<file path="src/rtl/trackball_quad_gen.sv">
// trackball_quad_gen: turns MiSTer PS/2 mouse packets into the paced direction/clock
// pairs expected by the Centipede trackball input. Motion is accumulated per axis
// and replayed one step per tick; each step flips the axis clock and sets its direction.
// Optional feature: define TRAK_JOY_EMU_EN to let the joystick feed the accumulators.
module trackball_quad_gen #(
    parameter int ACC_W    = 12,
    parameter int STEP_DIV = 1,
    parameter int ACC_LIM  = 1023
) (
    input  logic        clk_sys,
    input  logic        reset_n,
    input  logic [24:0] ps2_mouse,
    input  logic        flip,
    input  logic [3:0]  joy,
    output logic [3:0]  trak_o,
    output logic [7:0]  trakball_o,
    output logic        busy_o
);

    localparam int unsigned SUM_W = ACC_W + 1;
    localparam int unsigned CNT_W = (STEP_DIV > 1) ? $clog2(STEP_DIV) : 1;
    localparam logic [CNT_W-1:0]        CNT_LAST = CNT_W'(STEP_DIV - 1);
    localparam logic signed [SUM_W-1:0] LIM_P    = SUM_W'(ACC_LIM);
    localparam logic signed [SUM_W-1:0] LIM_N    = -LIM_P;

    // state
    logic                    old_toggle_q;
    logic                    arm_q;
    logic [CNT_W-1:0]        cnt_q;
    logic signed [ACC_W-1:0] acc_x_q;
    logic signed [ACC_W-1:0] acc_y_q;
    logic                    x_dir_q;
    logic                    x_clk_q;
    logic                    y_dir_q;
    logic                    y_clk_q;
    logic                    busy_q;

    // next state
    logic [CNT_W-1:0]        cnt_d;
    logic signed [ACC_W-1:0] acc_x_d;
    logic signed [ACC_W-1:0] acc_y_d;
    logic                    x_dir_d;
    logic                    x_clk_d;
    logic                    y_dir_d;
    logic                    y_clk_d;
    logic                    busy_d;

    // per-cycle decode
    logic                    tick_c;
    logic                    pkt_c;
    logic                    x_step_c;
    logic                    y_step_c;
    logic [8:0]              raw_x_c;
    logic [8:0]              raw_y_c;
    logic signed [ACC_W-1:0] dx_ext_c;
    logic signed [ACC_W-1:0] dy_ext_c;
    logic signed [ACC_W-1:0] dx_c;
    logic signed [ACC_W-1:0] dy_c;
    logic signed [ACC_W-1:0] jx_c;
    logic signed [ACC_W-1:0] jy_c;
    logic                    unused_bits_c;

    // One accumulator update: step toward zero, add packet and joystick motion, saturate.
    function automatic logic signed [ACC_W-1:0] axis_next(
        input logic signed [ACC_W-1:0] acc,
        input logic                    step_en,
        input logic                    add_pkt,
        input logic signed [ACC_W-1:0] delta,
        input logic signed [ACC_W-1:0] joy_d
    );
        logic signed [SUM_W-1:0] step;
        logic signed [SUM_W-1:0] pkt_add;
        logic signed [SUM_W-1:0] sum;
        step    = '0;
        pkt_add = '0;
        if (step_en) begin
            // a step always moves the count one unit back toward zero
            step = acc[ACC_W-1] ? SUM_W'(1) : '1;
        end
        if (add_pkt) begin
            pkt_add = SUM_W'(delta);
        end
        sum = SUM_W'(acc) + step + pkt_add + SUM_W'(joy_d);
        if (sum > LIM_P) begin
            sum = LIM_P;
        end else if (sum < LIM_N) begin
            sum = LIM_N;
        end
        return ACC_W'(sum);
    endfunction

    // Packet strobe, step tick and signed deltas for this cycle.
    always_comb begin
        tick_c   = (cnt_q == CNT_LAST);
        pkt_c    = arm_q && (ps2_mouse[24] != old_toggle_q);
        raw_x_c  = {ps2_mouse[4], ps2_mouse[15:8]};
        raw_y_c  = {ps2_mouse[5], ps2_mouse[23:16]};
        // negate after widening so a flipped -256 becomes +256 instead of wrapping
        dx_ext_c = ACC_W'($signed(raw_x_c));
        dy_ext_c = ACC_W'($signed(raw_y_c));
        dx_c     = flip ? -dx_ext_c : dx_ext_c;
        dy_c     = flip ? -dy_ext_c : dy_ext_c;
        x_step_c = tick_c && (acc_x_q != '0);
        y_step_c = tick_c && (acc_y_q != '0);
    end

`ifdef TRAK_JOY_EMU_EN
    // Joystick adds one unit per axis per tick; opposing directions cancel, flip mirrors.
    always_comb begin
        jx_c = '0;
        jy_c = '0;
        if (tick_c) begin
            case ({joy[1], joy[0]})
                2'b01:   jx_c = ACC_W'(1);
                2'b10:   jx_c = '1;
                default: jx_c = '0;
            endcase
            case ({joy[2], joy[3]})
                2'b01:   jy_c = ACC_W'(1);
                2'b10:   jy_c = '1;
                default: jy_c = '0;
            endcase
            if (flip) begin
                jx_c = -jx_c;
                jy_c = -jy_c;
            end
        end
    end

    assign unused_bits_c = ^{ps2_mouse[7:6], ps2_mouse[3:0]};
`else
    // Mouse-only build: joystick contributes nothing.
    always_comb begin
        jx_c = '0;
        jy_c = '0;
    end

    assign unused_bits_c = ^{ps2_mouse[7:6], ps2_mouse[3:0], joy};
`endif

    // Next-state logic for the tick counter, accumulators and step outputs.
    always_comb begin
        cnt_d   = cnt_q + CNT_W'(1);
        acc_x_d = acc_x_q;
        acc_y_d = acc_y_q;
        x_dir_d = x_dir_q;
        x_clk_d = x_clk_q;
        y_dir_d = y_dir_q;
        y_clk_d = y_clk_q;
        busy_d  = busy_q;

        if (tick_c) begin
            cnt_d = '0;
        end

        if (x_step_c) begin
            x_dir_d = ~acc_x_q[ACC_W-1];
            x_clk_d = ~x_clk_q;
        end
        if (y_step_c) begin
            y_dir_d = ~acc_y_q[ACC_W-1];
            y_clk_d = ~y_clk_q;
        end

        acc_x_d = axis_next(acc_x_q, x_step_c, pkt_c, dx_c, jx_c);
        acc_y_d = axis_next(acc_y_q, y_step_c, pkt_c, dy_c, jy_c);
        busy_d  = (acc_x_d != '0) || (acc_y_d != '0);
    end

    // State register; the toggle tracker arms one cycle after reset release.
    always_ff @(posedge clk_sys or negedge reset_n) begin
        if (!reset_n) begin
            old_toggle_q <= 1'b0;
            arm_q        <= 1'b0;
            cnt_q        <= '0;
            acc_x_q      <= '0;
            acc_y_q      <= '0;
            x_dir_q      <= 1'b0;
            x_clk_q      <= 1'b0;
            y_dir_q      <= 1'b0;
            y_clk_q      <= 1'b0;
            busy_q       <= 1'b0;
        end else begin
            old_toggle_q <= ps2_mouse[24];
            arm_q        <= 1'b1;
            cnt_q        <= cnt_d;
            acc_x_q      <= acc_x_d;
            acc_y_q      <= acc_y_d;
            x_dir_q      <= x_dir_d;
            x_clk_q      <= x_clk_d;
            y_dir_q      <= y_dir_d;
            y_clk_q      <= y_clk_d;
            busy_q       <= busy_d;
        end
    end

    // Outputs are the registers themselves; trakball_o duplicates each bit.
    assign trak_o     = {x_dir_q, x_clk_q, y_dir_q, y_clk_q};
    assign trakball_o = {x_dir_q, x_dir_q, x_clk_q, x_clk_q, y_dir_q, y_dir_q, y_clk_q, y_clk_q};
    assign busy_o     = busy_q;

endmodule

</file>
<file path="config.mk">
export PLATFORM = sky130hd
export DESIGN_NAME = trackball_quad_gen
export DESIGN_NICKNAME = d
export VERILOG_FILES = /design/src/rtl/trackball_quad_gen.sv
export SDC_FILE = /design/constraint.sdc
export NUM_CORES = 1
export LEC_CHECK = 0
export ABC_CLOCK_PERIOD_IN_PS = 6600
export CORE_UTILIZATION = 40
export CTS_CLUSTER_SIZE = 25
export DETAILED_ROUTE_END_ITERATION = 8
export GPL_ROUTABILITY_DRIVEN = 0
export MAX_ROUTING_LAYER = met4
export SYNTH_ARGS = -nofsm -noshare
export SYNTH_HDL_FRONTEND = slang
export SYNTH_SLANG_ARGS = --single-unit
</file>
<file path="constraint.sdc">
create_clock -name clk_sys -period 6.6 [get_ports clk_sys]
set_clock_uncertainty 0.15 [all_clocks]
set_input_delay 1.32 -clock clk_sys [delete_from_list [all_inputs] [get_ports clk_sys]]
set_output_delay 1.32 -clock clk_sys [all_outputs]
set_load 0.02 [all_outputs]
</file>
==> results.ini <==
[status]
status = finished clean

[timing]
worst_slew_pin_slew_ns = 0.644
period_minus_slack_ns = 5.63
max_freq_mhz = 178
worst_slack_ns = 0.972
hold_viol_final = 0
setup_tns_ns = 0
post-route-period-util_pct = 85.3
relSlewSlack_pct = 56.9
slew_viol_final = 0
finalSetupViolations = 0
rsz0062_at_grt = no

[critical_path]
cp_max_fo = 14
crit_buf_inv = 2
critPathLaunchType = input pin
worstPathArrival_ns = 5.65
crit_family = compound AO/OA/AOI/OAI gates
path_class = input pin to flip-flop
cp-end-kind = flip-flop
critPathMaxStageDelay_ns = 0.60
critical_path_required_ns = 6.62
slowest_stage = or4_1
path_cells = clkdlybuf4s50_1, or4_1, o41ai_1, xor2_1, nor2_1, fa_1, ha_1, nor4_1, o21ai_1, a221oi_2, xnor2_1, buf_4, a32oi_1, o221ai_1, a21bo_1

[logic_synthesis]
yosysSeqAreaShare_pct = 22.1
yosys-top-cells-area = dfrtp_1, ha_1, fa_1
synth_most_common_cell = a21oi_1
synth_edf_count = 0
yosys-top-cells-count = a21oi_1, ha_1, nor2_1
synth.top_cell.area_share_pct = 22.1
synthesis.area_um2 = 3500
synthDistinctLibCells = 56
ys_ff_latch = 31
synth_fp_nets = 482
yosys.area.top_type = dfrtp_1
synth_area_per_cell_um2 = 8.76
synthesis.instances = 400
ys.warnings.count = 0
async_reset_ff_share_pct = 100
synthFlopType = dfrtp_1

[clock_tree]
cts_made_buffers = 5
cts_htree_levels = 2
clockBufferDepth = 2
clockRootBuffer = clkbuf_8
clkLatencyLatePin_ns = 0.28
cts_resized = 0
clock-sinks = 31
cts_setup_buffers = 0
cts.clk_slew.worst_paths_ns = 0.07
cts_tree = done
hold_buffers = 0

[floorplan]
fp.dieW_um = 95.6
start_util_pct = 42.0
io_pins = 45
die_height_um = 95.6
rows = 33
core_area_um2 = 8340
dieArea_um2 = 9140

[grt]
antenna_found_initial = 0
grt_pass1_vias = 2832
grt-ovfl-total = 0
track_usage_pct = 19.6
grt_pass1_wl_um = 13500
grt_max_degree = 32

[routing]
num_vias = 2944
wl_per_cell_um = 15.3
drcViolationCount = 0
drtIter0Drc = 121
vias_per_cell = 5.53
wl_um = 8120
ant_nets = 0
drt_pass1_iterations = 4

[min_path]
min_path_type = flip-flop to flip-flop

[placed_design]
hpwl_um = 6560
io_buffers = 34
place_area_um2 = 3900
place_ws_ns = 0.711

[final_layout]
final_area_um2 = 4000
area_delta_synth_final_pct = 14.1
fin_nets = 508
antenna_cells = 0
drive_gt1_share_pct = 5.39

[flow_run]
max_cap_viol_count = 0

## final timing paths
kind                       slack, ns            startpoint              endpoint  cells past startpoint
max                             0.97         ps2_mouse[18]  acc_y_q[9]$_DFF_PN0_                     15
min                             0.37   y_clk_q$_DFFE_PN0N_   y_clk_q$_DFFE_PN0N_                      1
max reg2reg                     1.77  acc_y_q[5]$_DFF_PN0_  acc_y_q[9]$_DFF_PN0_                     14
min reg2reg                     0.37   y_clk_q$_DFFE_PN0N_   y_clk_q$_DFFE_PN0N_                      1
max in group asynchronous       4.69               reset_n  acc_y_q[9]$_DFF_PN0_                      2
min in group asynchronous       1.30               reset_n  acc_y_q[1]$_DFF_PN0_                      2
## logic make-up after synthesis
| group | Yosys count | share of synthesized area, % |
|---|---|---|
| AO/OA/AOI/OAI | 131 | 25.2 |
| AND/OR/NAND/NOR | 92 | 13.0 |
| adder cells (fa/ha/maj) | 50 | 21.1 |
| buffers and inverters | 47 | 6.39 |
| XOR/XNOR | 45 | 11.2 |
| flip-flops | 31 | 22.1 |
| multiplexers | 3 | 0.857 |
| other | 1 | 0.107 |
## layout make-up
| cell class | count | area (um^2) |
|---|---|---|
| fillers | 820 | 4340 |
| multi-input cells | 322 | 2500 |
| flip-flops and latches | 31 | 776 |
| repair buffers | 41 | 393 |
| well taps | 105 | 131 |
| clock buffers | 8 | 100 |
| inverters | 25 | 93.8 |
## stage by stage
step / instances / hold slack, ns / util [%]
2_1_floorplan: 400 / 0.336 / -
3_3_place_gp: 524 / 0.355 / 46.7
3_5_place_dp: 524 / 0.363 / 46.7
4_1_cts: 532 / 0.372 / 47.9
5_1_grt: 532 / 0.413 / 47.9
6_report: 532 / 0.369 / 47.9
## registers in the layout, indices dropped and copies added (netlist names)
register	flops
acc_y_q	12
acc_x_q	12
busy_o	1
y_dir_q	1
x_clk_q	1
x_dir_q	1
y_clk_q	1
arm_q	1
old_toggle_q	1
## layer usage
| metal | share of wire (%) | GRT usage [%] | up-vias |
|---|---|---|---|
| met2 | 42 | 29.1 | 62 |
| met5 | 0 | - | - |
| met3 | 4.2 | 2.71 | 7 |
| li1 | - | - | 1479 |
| met4 | 0.96 | 4.85 | 0 |
| met1 | 52 | 28.1 | 1396 |
## layout by cell type (no fill, tap or decap), types with 3 or more instances in the layout
cell,n
dfrtp_1,31
a21oi_1,37
o31ai_1,4
nor4_1,9
xnor2_1,14
buf_4,7
nand3_1,4
inv_1,20
clkdlybuf4s50_1,34
nand2_1,18
a21bo_1,4
inv_2,4
o211ai_1,4
o21a_1,3
and3_1,3
mux2i_1,3
xor2_1,31
a31oi_1,3
nor2b_1,4
nand2b_1,7
ha_1,35
a21o_1,17
a211o_1,4
o21ai_0,16
a211oi_1,7
and2_1,3
nor2_1,32
clkbuf_8,7
or4_1,3
o2111ai_1,3
o21ai_1,11
fa_1,15
Power is left out: the tool's default activity adds up to more than one toggle a clock period on the data nets, which glitch-free logic cannot reach.
==> patch 1 (same settings) <==
Change the parameter `ACC_W` from 12 to 24.
--- a/src/rtl/trackball_quad_gen.sv
+++ b/src/rtl/trackball_quad_gen.sv
@@ -3,7 +3,7 @@
 // and replayed one step per tick; each step flips the axis clock and sets its direction.
 // Optional feature: define TRAK_JOY_EMU_EN to let the joystick feed the accumulators.
 module trackball_quad_gen #(
-    parameter int ACC_W    = 12,
+    parameter int ACC_W    = 24,
     parameter int STEP_DIV = 1,
     parameter int ACC_LIM  = 1023
 ) (
Function: same outputs for any inputs over 4 cycles, from zero or initial values and one cycle with reset_n low; that may be too few to reach the edited logic, so the function may still have changed.
==> patch 1 against the original RTL <==
Global-route usage increased by 1.4 points; wire length rose by 100%; via count rose by 89%; design area rose by 83%; sequential cell count rose by 24; critical path depth rose by 5; synthesized area is 87% higher; worst setup slack worse by 0.73 ns; final cell count increased by 89%.
Power is left out: the tool's default activity adds up to more than one toggle a clock period on the data nets, which glitch-free logic cannot reach.
==> patch 1: results (changes against the original RTL) <==
worst min path class=register to register (unchanged); proportion of layout cells with a drive suffix above 1=7.75% (was 5.39%); Worst-path clk slew=0.08 ns; Port-buffer cells=34 (unchanged); DP HPWL=13700 microns (was 6560 microns); post-synthesis net count=893 (was 482); Setup violations, final=0 (unchanged); fill cell count=1538 (was 820); metal2 WL=7730 microns (was 3440 microns); pre-CTS WS=-0.0390 ns (was 0.711 ns); Final Net Count=918 (was 508); Primary FF master, synth=dfrtp_1 (unchanged); most frequent cells after synthesis=74 x a21oi_1, 72 x nand2_1, 55 x dfrtp_1, 54 x inv_1, 53 x xnor2_1 (was 37 x a21oi_1, 35 x ha_1, 32 x nor2_1, 31 x dfrtp_1, 31 x xor2_1); biggest regs=acc_x_q: 24 flops, acc_y_q: 24 flops (was acc_x_q: 12 flops, acc_y_q: 12 flops); vias in the first global route=5384 (was 2832); CTS buffer count=5 (unchanged); largest net degree at the start of global routing=56 (was 32); YS warnings=0 (unchanged); postcts setup bufs=0 (unchanged); status=finished, final reports clean (unchanged); DR pass1 iterations=5 (was 4); Synth cell types=67 (was 56); top cells by area, synth=dfrtp_1 21%, fa_1 15%, ha_1 9.9%, xnor2_1 7.1%, a21oi_1 5.6% (was dfrtp_1 22%, ha_1 12%, fa_1 8.6%, xor2_1 7.7%, a21oi_1 5.3%); WL final=16600 microns (was 8120 microns); Layout Cells excl Fill=1003 (was 532); met1 usage=28.2% (was 28.1%); first-pass GRT wire length=27000 microns (was 13500 microns); Seq/Total Area, Yosys=20.9% (was 22.1%); initial antenna violation count=0 (unchanged); Root Buffer=clkbuf_16 (was clkbuf_8); Slew @ Worst Pin=0.708 ns (was 0.644 ns); DRC viols=0 (unchanged); dpl cell area=0.00718 sq mm (was 0.00390 sq mm); Synth Instances=761 (was 400); CTS H-tree depth=2 (unchanged); Antenna diodes=0 (unchanged); DR top layer=met4 (unchanged); DR vias=5568 (was 2944); clock latency on the worst-skew pair=0.30 ns (was 0.28 ns); Met3 Wirelength=798 microns (was 345 microns); post_cts resized=0 (unchanged); met2 Track Usage GR=34.1% (was 29.1%); crit-path max FO=8 (was 14); Detailed Route Iter0 Violations=413 (was 121); ys async rst share=100% (unchanged); Tot GR Track Use=21.0% (was 19.6%); DRT met1 WL=7930 microns (was 4260 microns); Longest Clk Path Bufs=2 (unchanged); grt met3 use=2.83% (was 2.71%)
==> patch 1: changes by cell type after synthesis, sizes merged, moves of 16 or more <==
cell | unedited run | this run
xnor2 | 14 | 53
ha | 35 | 52
clkbuf | 7 | 23
dfrtp | 31 | 55
nand2 | 18 | 72
nand4 | 0 | 17
a21oi | 37 | 86
inv | 24 | 54
fa | 15 | 48
==> patch 1: path summary, 6_finish.rpt <==
kind | endpoint | start | cells after the start | slack [ns]
max | acc_x_q[5] | ps2_mouse[13] | 20 | 0.24
min | y_clk_q | y_clk_q | 1 | 0.37
max reg2reg | acc_y_q[9] | acc_y_q[5] | 21 | 1.11
min reg2reg | y_clk_q | y_clk_q | 1 | 0.37
max in group asynchronous | acc_y_q[13] | reset_n | 2 | 4.82
min in group asynchronous | y_dir_q | reset_n | 2 | 0.99
==> patch 1: worst max-delay path, cell delays in order <==
cell,delay [ns]
clkdlybuf4s50_1,0.48
or4_1,0.53
or2_2,0.34
ha_1,0.28
nand2b_1,0.14
a21oi_1,0.19
fa_1,0.44
ha_1,0.36
a21oi_1,0.23
and2_1,0.16
a22oi_1,0.10
a41o_1,0.30
a31oi_1,0.34
o21ai_0,0.18
xnor2_1,0.21
nor4_4,0.34
buf_4,0.18
nor2b_1,0.04
buf_4,0.17
a21oi_2,0.12
==> patch 1: cells by family after synthesis <==
family	share of synthesized area [%]
buffers and inverters	6.40
adders and majority gates	24.5
other	0.0571
DFF	20.9
and+or+nand+nor	17.5
AOI/OAI and AO/OA	19.7
xor gates and xnor gates	10.8
==> patch 1: layout make-up <==
class,instances,area [sq um],area share (%)
Clock inverter,2,16.3,0.222
Tap cell,216,270,3.69
Sequential cell,55,1380,18.8
Timing Repair Buffer,60,543,7.41
Multi-Input combinational cell,610,4790,65.4
Inverter,54,203,2.76
Clock buffer,6,129,1.76
==> patch 2 (config.mk and constraints unchanged) <==
Without the edit above. Make the reset (`reset_n`) synchronous in one clocked block.
--- a/src/rtl/trackball_quad_gen.sv
+++ b/src/rtl/trackball_quad_gen.sv
@@ -168,7 +168,7 @@
     end
 
     // State register; the toggle tracker arms one cycle after reset release.
-    always_ff @(posedge clk_sys or negedge reset_n) begin
+    always_ff @(posedge clk_sys) begin
         if (!reset_n) begin
             old_toggle_q <= 1'b0;
             arm_q        <= 1'b0;
Formal check against the unedited RTL: differs if reset_n is asserted again (counterexample within 4 cycles, from zero or initial values and one cycle with reset_n low); with reset_n held inactive, the same outputs for 4 cycles.
==> patch 2 against the original RTL <==
The flow now finishes with violations (DRC); global-route usage decreased by 0.58 points; worst setup slack improved by 0.11 ns; via count increased by 8.6%; sequential cell count increased by 1; design area increased by 2.4%; core utilization decreased by 1.5 points; wire length increased by 4.6%; non-clock buffer count decreased by 4; synthesized area increased by 4.3%; critical path depth increased by 3; first-iteration DRC count increased by 27%.
==> patch 2: results (changes against the original RTL) <==
status=finished with violations (was finished, final reports clean); failing checks=DRC; # clk buffers=6 (was 8); DR pass1 iterations=6 (was 4); pre-CTS WS=0.841 ns (was 0.711 ns); DRC viols=5 (was 0); Synth Instances=453 (was 400); multi-input gate count=377 (was 322); Worst Path Arrival=5.55 ns (was 5.65 ns); clock share of power=6.8%; CTS buffer count=5 (unchanged); inverter count=19 (was 25); Tot GR Track Use=19.0% (was 19.6%); clock-cell share of area=2.26% (was 2.50%); first-pass GRT wire length=14300 microns (was 13500 microns); max incr delay on CP=0.45 ns (was 0.60 ns); setup ws final=1.08 ns (was 0.972 ns); post-synthesis mux area share=0.856% (was 0.857%); proportion of layout cells with a drive suffix above 1=5.92% (was 5.39%); DP HPWL=7030 microns (was 6560 microns); Seq/Total Area, Yosys=17.5% (was 22.1%); Crit-path slowest cell=clkdlybuf4s50_1 (was or4_1); Compound-Gate Fraction of Synth Area=24.5% (was 25.2%); fill cell count=884 (was 820); R2R Setup Slk=1.69 ns (was 1.77 ns); WL final=8500 microns (was 8120 microns); bufs w/o clock=37 (was 41); Worst Setup SP=ps2_mouse[16] (was ps2_mouse[18]); postcts setup bufs=0 (unchanged); Slew @ Worst Pin=0.729 ns (was 0.644 ns); dpl cells=573 (was 524); largest net degree at the start of global routing=21 (was 32); Primary FF master, synth=dfxtp_1 (was dfrtp_1); crit-path max FO=9 (was 14); top cells by area, synth=dfxtp_1 18%, ha_1 15%, xor2_1 9.3%, a21o_1 4.5%, nor2_1 4.2% (was dfrtp_1 22%, ha_1 12%, fa_1 8.6%, xor2_1 7.7%, a21oi_1 5.3%); Root Buffer=clkbuf_8 (unchanged); most frequent cells after synthesis=44 x ha_1, 41 x nor2_1, 39 x xor2_1, 32 x dfxtp_1, 32 x nand2_1 (was 37 x a21oi_1, 35 x ha_1, 32 x nor2_1, 31 x dfrtp_1, 31 x xor2_1); Yosys reg bits=32 (was 31); RR Endpoint=acc_y_q[7] (was acc_y_q[9]); Wirelength per Cell=14.6 microns (was 15.3 microns); DR vias=3196 (was 2944); ys async rst share=0% (was 100%); signal buffers share of area=8.86% (was 9.82%); FF/Latch Area=641 sq um (was 776 sq um); post-synthesis net count=535 (was 482); hold worst-path end=x_dir_q (was y_clk_q); Multi-input gate area=0.00279 sq mm (was 0.00250 sq mm); R2R Path Start=acc_y_q[2] (was acc_y_q[5]); Port-buffer cells=34 (unchanged); beginning of the worst hold path=acc_x_q[11] (was y_clk_q); Synth cell types=68 (was 56); Setup CP Type=input pin to register (unchanged); Synth Area in XOR/XNOR=12.0% (was 11.2%); Final Net Count=554 (was 508); vias in the first global route=2961 (was 2832); Detailed Route Iter0 Violations=154 (was 121); Synth Area in Adders=18.3% (was 21.1%)
==> patch 2: cell families after synthesis <==
kind of cell,count (synthesis)
other,1
multiplexers,3
buffers and inverters,44
AO/OA/AOI/OAI,127
flip-flops,32
AND/OR/NAND/NOR,146
XOR/XNOR,50
adder cells (fa/ha/maj),50
==> patch 2: layer usage <==
layer | global-route usage, % | up-vias | wire length, microns
li1 | - | 1671 | -
met2 | 25.9 | 50 | 3430
met3 | 1.58 | 4 | 261
met5 | - | - | 0
met1 | 28.8 | 1471 | 4720
met4 | 6.88 | 0 | 90
==> patch 2: through the flow <==
step	total power [W]	area (sq um)	hold slack, ns	utilization (%)
after floorplan	0.00175	3660	0.303	-
after global placement	0.00208	4000	0.331	45.4
after detailed placement	0.00211	4000	0.338	45.4
after global routing	0.00252	4090	0.380	46.5
final	0.00229	4090	0.337	46.5
after CTS	0.00228	4090	0.345	46.5
